`src/rtl/wb_burst_master.sv`:
```
// Wishbone burst master: takes one burst command at a time and runs a classic or
// incrementing-burst cycle, streaming write beats in and read beats out, with a stall watchdog.
module wb_burst_master #(
    parameter int unsigned DW      = 32,
    parameter int unsigned AW      = 26,
    parameter int unsigned LENW    = 8,
    parameter int unsigned TIMEOUT = 256
) (
    input  logic              sys_clk,
    input  logic              RESET,
    input  logic              cmd_valid,
    output logic              cmd_ready,
    input  logic              cmd_we,
    input  logic [AW-1:0]     cmd_addr,
    input  logic [LENW-1:0]   cmd_len,
    input  logic [DW/8-1:0]   cmd_sel,
    input  logic              wr_valid,
    output logic              wr_ready,
    input  logic [DW-1:0]     wr_data,
    output logic              rd_valid,
    output logic [DW-1:0]     rd_data,
    output logic              done,
    output logic              err,
    output logic [31:0]       err_cnt,
    output logic              wb_cyc_o,
    output logic              wb_stb_o,
    output logic              wb_we_o,
    output logic [AW-1:0]     wb_addr_o,
    output logic [DW-1:0]     wb_dat_o,
    output logic [DW/8-1:0]   wb_sel_o,
    output logic [2:0]        wb_cti_o,
    input  logic              wb_ack_i,
    input  logic [DW-1:0]     wb_dat_i
);
    localparam int unsigned    SW        = DW / 8;
    localparam int unsigned    WDW       = $clog2(TIMEOUT);
    localparam logic [WDW-1:0] WD_LAST   = WDW'(TIMEOUT - 1);
    localparam logic [AW-1:0]  ADDR_STEP = AW'(SW);

    typedef enum logic [1:0] {StIdle, StLoad, StBus} state_e;

    state_e            r_state;
    state_e            w_state_d;
    logic              r_we;
    logic [AW-1:0]     r_addr;
    logic [LENW-1:0]   r_beats_left;
    logic [SW-1:0]     r_sel;
    logic [DW-1:0]     r_dat;
    logic              r_single;
    logic [WDW-1:0]    r_wdog;
    logic              r_rd_valid;
    logic [DW-1:0]     r_rd_data;
    logic              r_done;
    logic              r_err;
    logic [31:0]       r_err_cnt;

    logic              w_ack;
    logic              w_last;
    logic              w_timeout;
    logic              w_accept;
    logic              w_wr_take;

    // Ack only counts while strobing; a stray ack in IDLE/LOAD is ignored.
    assign w_ack     = (r_state == StBus) && wb_ack_i;
    assign w_last    = (r_beats_left == LENW'(1));
    assign w_timeout = (r_state == StBus) && !wb_ack_i && (r_wdog == WD_LAST);
    assign w_accept  = cmd_valid && cmd_ready;
    assign w_wr_take = wr_valid && wr_ready;

    always_ff @(posedge sys_clk) begin
        if (RESET) begin
            r_state <= StIdle;
        end else begin
            r_state <= w_state_d;
        end
    end

    always_comb begin
        w_state_d = r_state;
        cmd_ready = 1'b0;
        wr_ready  = 1'b0;
        wb_cyc_o  = 1'b0;
        wb_stb_o  = 1'b0;
        unique case (r_state)
            StIdle: begin
                cmd_ready = 1'b1;
                if (cmd_valid) begin
                    w_state_d = cmd_we ? StLoad : StBus;
                end
            end
            StLoad: begin
                wb_cyc_o = 1'b1;
                wr_ready = 1'b1;
                if (wr_valid) begin
                    w_state_d = StBus;
                end
            end
            StBus: begin
                wb_cyc_o = 1'b1;
                wb_stb_o = 1'b1;
                if (wb_ack_i) begin
                    if (w_last) begin
                        w_state_d = StIdle;
                    end else if (r_we) begin
                        wr_ready = 1'b1;
                        if (!wr_valid) begin
                            w_state_d = StLoad;
                        end
                    end
                end else if (w_timeout) begin
                    w_state_d = StIdle;
                end
            end
            default: w_state_d = StIdle;
        endcase
    end

    always_ff @(posedge sys_clk) begin
        if (RESET) begin
            r_we         <= 1'b0;
            r_addr       <= '0;
            r_beats_left <= '0;
            r_sel        <= '0;
            r_dat        <= '0;
            r_single     <= 1'b0;
            r_wdog       <= '0;
            r_rd_valid   <= 1'b0;
            r_rd_data    <= '0;
            r_done       <= 1'b0;
            r_err        <= 1'b0;
            r_err_cnt    <= '0;
        end else begin
            r_done     <= 1'b0;
            r_err      <= 1'b0;
            r_rd_valid <= 1'b0;
            if (w_accept) begin
                r_we         <= cmd_we;
                r_addr       <= cmd_addr;
                r_sel        <= cmd_sel;
                r_beats_left <= (cmd_len == '0) ? LENW'(1) : cmd_len;
                r_single     <= (cmd_len <= LENW'(1));
            end
            if (w_wr_take) begin
                r_dat <= wr_data;
            end
            if (w_ack) begin
                r_addr       <= r_addr + ADDR_STEP;
                r_beats_left <= r_beats_left - LENW'(1);
                if (!r_we) begin
                    r_rd_valid <= 1'b1;
                    r_rd_data  <= wb_dat_i;
                end
                if (w_last) begin
                    r_done <= 1'b1;
                end
            end
            if (w_timeout) begin
                r_err <= 1'b1;
                if (r_err_cnt != '1) begin
                    r_err_cnt <= r_err_cnt + 32'd1;
                end
            end
            // Watchdog restarts on every ack and stays clear outside the strobe phase.
            r_wdog <= ((r_state == StBus) && !wb_ack_i) ? r_wdog + WDW'(1) : '0;
        end
    end

    assign wb_we_o   = r_we && wb_cyc_o;
    assign wb_addr_o = r_addr;
    assign wb_dat_o  = r_dat;
    assign wb_sel_o  = r_sel;
    assign wb_cti_o  = (!wb_cyc_o || r_single) ? 3'b000 : (w_last ? 3'b111 : 3'b010);
    assign rd_valid  = r_rd_valid;
    assign rd_data   = r_rd_data;
    assign done      = r_done;
    assign err       = r_err;
    assign err_cnt   = r_err_cnt;

endmodule
```
`config.mk`:
```
export PLATFORM = sky130hd
export DESIGN_NAME = wb_burst_master
export DESIGN_NICKNAME = d
export VERILOG_FILES = /design/src/rtl/wb_burst_master.sv
export SDC_FILE = /design/constraint.sdc
export NUM_CORES = 1
export LEC_CHECK = 0
export ABC_CLOCK_PERIOD_IN_PS = 4000
export CAP_MARGIN = 10
export CORE_ASPECT_RATIO = 0.8
export CORE_MARGIN = 2
export CORE_UTILIZATION = 37
export DETAILED_ROUTE_END_ITERATION = 16
export PLACE_DENSITY = 0.69
export SLEW_MARGIN = 25
export SYNTH_ARGS = -nofsm -noshare
export SYNTH_HDL_FRONTEND = slang
export SYNTH_SLANG_ARGS = --single-unit
```
`constraint.sdc`:
```
create_clock -name sys_clk -period 4 [get_ports sys_clk]
set_clock_uncertainty 0.2 [all_clocks]
set_input_delay 0.8 -clock sys_clk [delete_from_list [all_inputs] [get_ports sys_clk]]
set_output_delay 0.8 -clock sys_clk [all_outputs]
set_load 0.05 [all_outputs]
```
==> results.yml <==
clock_tree:
  cts-hold-fix-buffers: 0
  post-cts-setup-buffers: 0
  cts_sinks: 149
  cts_root_buf: "clkbuf_16"
  cts_buffer_depth: 2
  htreeDepth: 4
  cts_tree: "yes"
  cts-resized-gates: 0
  clk_latency_ns: 0.43
  numCtsBuffers: 17
  clkSlewWorstSetupHoldPaths_ns: 0.06
detailed_routing:
  num_vias: 6715
  drt_iter0_drc: 404
  dr.pass1.iters: 4
  drc: 0
  ant_nets: 0
  wl_mm: 20.5
  routed_via_density: 5.19
  wl_per_cell_um: 15.9
power_and_ir_drop:
  p_per_area_mw_per_mm2: 523
  combPwrFrac_pct: 34.0
  leakage_nw: 3.28
  switching_power_mw: 1.98
  vdd_drop_max_v: 0.000348
  intPower_mw: 3.15
  pwr-share-seq_pct: 35.2
  total_power_mw: 5.13
  clock_power_share_pct: 30.9
  swShare_pct: 38.6
yosys:
  async_flop_share_pct: 0
  netlist_area_mm2: 0.00661
  ys_ff_latch: 149
  synth_area_leaders: "dfxtp_1, nand2_1, a21oi_1"
  ys.flop_type: "dfxtp_1"
  synth_largest_area_cell: "dfxtp_1"
  synth_edf_count: 0
  synth.distinct_cells: 60
  synth_top_area_share_pct: 45.1
  netlist_instances: 831
  ys_warn_count: 0
  ys_seq_area_share_pct: 45.1
  synth.avg_cell_area_um2: 7.95
  syn_nets: 948
finish:
  antenna_cells: 0
  utilization_pct: 56.2
  fillers: 1653
  final_nets: 1172
  fin_area_mm2: 0.00980
  area_growth_pct: 48.2
  drive_gt1_share_pct: 5.71
sta:
  hold_viol: 0
  tightest_slew_ns: 0.787
  fin_crit_ns: 3.58
  setup_viol: 0
  max_freq_mhz: 279
  tns_ns: 0
  finalCritPeriodShare_pct: 89.5
  slew_headroom_pct: 47.4
  drv_slew: 0
  hold_ws_ns: 0.253
  rsz0062_at_grt: "false"
floorplanning:
  die_w_um: 153
  boundaryPins: 245
  initial_core_util_pct: 37.9
  chipHeight_um: 124
  rows: 43
  die_area_mm2: 0.0190
  core-area_mm2: 0.0174
setup_path:
  crit_required_ns: 3.00
  criticalPathCategory: "flip-flop to output pin"
  crit_fanout: 7
  critPathCapture: "wb_cti_o[0]"
  r2r_slack_ns: 1.35
  r2r-end: "err_cnt[31]$_SDFFE_PP0P_"
  reg2regPathDepth: 8
  cp-end-kind: "output pin"
  critPathArrivalTime_ns: 2.58
  startpoint: "r_beats_left[0]$_SDFFE_PP0P_"
  cp-start-kind: "flip-flop"
  timing.rr.start: "r_state[0]$_SDFFE_PP0P_"
global_routing:
  track_usage_pct: 21.2
  grt_max_degree: 71
  grt_pass1_wl_mm: 32.0
  antenna_found_initial: 0
  grt_pass1_vias: 6142
  grt.overflow.total: 0
place:
  placed_cell_area_mm2: 0.00922
  dpl.hpwl_mm: 14.7
  gp_congestion: 0.820
  io_buffers: 244
outcome:
  status: "complete, no violations"
hold_path:
  hold_path.class: "flip-flop to flip-flop"
run:
  drv_cap: 0
[layout make-up]
cell class / instances / area [um^2] / area share, %
Sequential cell: 149 / 2980 / 30.4
Inverter: 10 / 37.5 / 0.383
Multi-Input combinational cell: 622 / 3370 / 34.4
Tap cell: 225 / 282 / 2.87
Timing Repair Buffer: 255 / 2540 / 26.0
Clock inverter: 15 / 155 / 1.58
Clock buffer: 17 / 425 / 4.34
[how the worst min path moves through the flow]
stage,startpoint,endpoint,slack (ns),cells past startpoint
2_1_floorplan,r_wdog[0]$_SDFF_PP0_,r_wdog[0]$_SDFF_PP0_,0.24,1
4_1_cts,rd_data[29]$_SDFFE_PP0P_,rd_data[29]$_SDFFE_PP0P_,0.25,2
5_1_grt,rd_data[19]$_SDFFE_PP0P_,rd_data[19]$_SDFFE_PP0P_,0.26,2
6_report,rd_data[12]$_SDFFE_PP0P_,rd_data[12]$_SDFFE_PP0P_,0.25,2
3_5_place_dp,rd_data[12]$_SDFFE_PP0P_,rd_data[12]$_SDFFE_PP0P_,0.25,2
3_3_place_gp,wb_dat_o[5]$_SDFFE_PP0P_,wb_dat_o[5]$_SDFFE_PP0P_,0.24,2
[power groups by stage]
stage	logic [mW]	clock network [mW]	registers, mW
5_1_grt	1.86	1.68	1.82
6_report	1.74	1.58	1.80
2_1_floorplan	0.715	0	2.23
3_3_place_gp	1.73	0	1.83
3_5_place_dp	1.74	0	1.83
4_1_cts	1.75	1.62	1.80
[cell usage in the layout, fill, tap and decap left out, drive strengths merged, types with 5 or more instances in the layout]
cell             n
dfxtp          149
o21ai           23
clkdlybuf4s50  242
nand4           13
nand2          184
inv             20
nor4            12
a211oi           6
a22oi            6
nor3            16
and3            17
xor2             6
buf             13
a21oi          117
or3             19
and2             6
nor2            62
nor2b            5
a311oi           6
clkbuf          17
nand4b           5
ha               9
o21bai           5
or4             11
a221oi           6
o31ai            9
nand3           32
[worst max-delay path, stage by stage (launching register included)]
cell and delay [ns]:
dfxtp_1 0.44, ha_1 0.18, nor3b_1 0.42, and3_1 0.29, clkdlybuf4s50_1 0.83
[flip-flops by register name, indices dropped and copies added, names as in the netlist, 2 cells and up]
signal        flops
err_cnt          32
rd_data          32
r_wdog            8
wb_dat_o         32
wb_addr_o        26
wb_sel_o          4
r_state           2
r_beats_left      8
[per-stage QoR]
step / worst slack [ns] / cells
floorplan: 0.261 / 831
global placement: 0.832 / 1261
detailed placement: 0.787 / 1261
CTS: 0.414 / 1293
global route: 0.287 / 1293
finish: 0.419 / 1293
[synthesized netlist by cell type (3+ instances only)]
master     count
a22oi_1        6
nor4_1        10
dfxtp_1      149
a311oi_1       6
a221oi_1       5
o31ai_1        9
nor3_1        15
ha_1           9
buf_2          6
nor2_1        61
nor2b_1        5
xor2_1         6
inv_1         10
a21oi_1      117
o41ai_1        4
or3_1         19
o21ai_0       23
nand2_1      184
a2111oi_0      4
o211ai_1       3
nand3_1       32
buf_6          4
o21bai_1       5
nand2b_1       4
and3_1        17
buf_1          3
clkbuf_1      35
nand4_1       12
nand4b_1       5
and2_1         5
a31oi_1        4
a211oi_1       6
or4_1         11
[routing by layer]
layer | GRT usage, % | part of all wire (%) | vias up | wire length, um
met3 | 8.34 | 8.0 | 20 | 1650
met2 | 32.5 | 45 | 179 | 9290
met5 | 0 | 0 | - | 0
met1 | 27.7 | 45 | 3100 | 9330
li1 | - | - | 3416 | -
met4 | 6.19 | 1.2 | 0 | 242
[logic make-up (layout without fill, tap and decap cells)]
family | count (synthesis) | count (layout) | share of synthesized area, %
adders and majority gates | 9 | 9 | 1.70
AOI/OAI and AO/OA | 206 | 206 | 18.8
DFF | 149 | 149 | 45.1
muxes | 6 | 6 | 0.984
and+or+nand+nor | 394 | 394 | 28.4
buffers and inverters | 60 | 297 | 4.09
xor gates and xnor gates | 7 | 7 | 0.928
(Power assumes the default switching activity.)
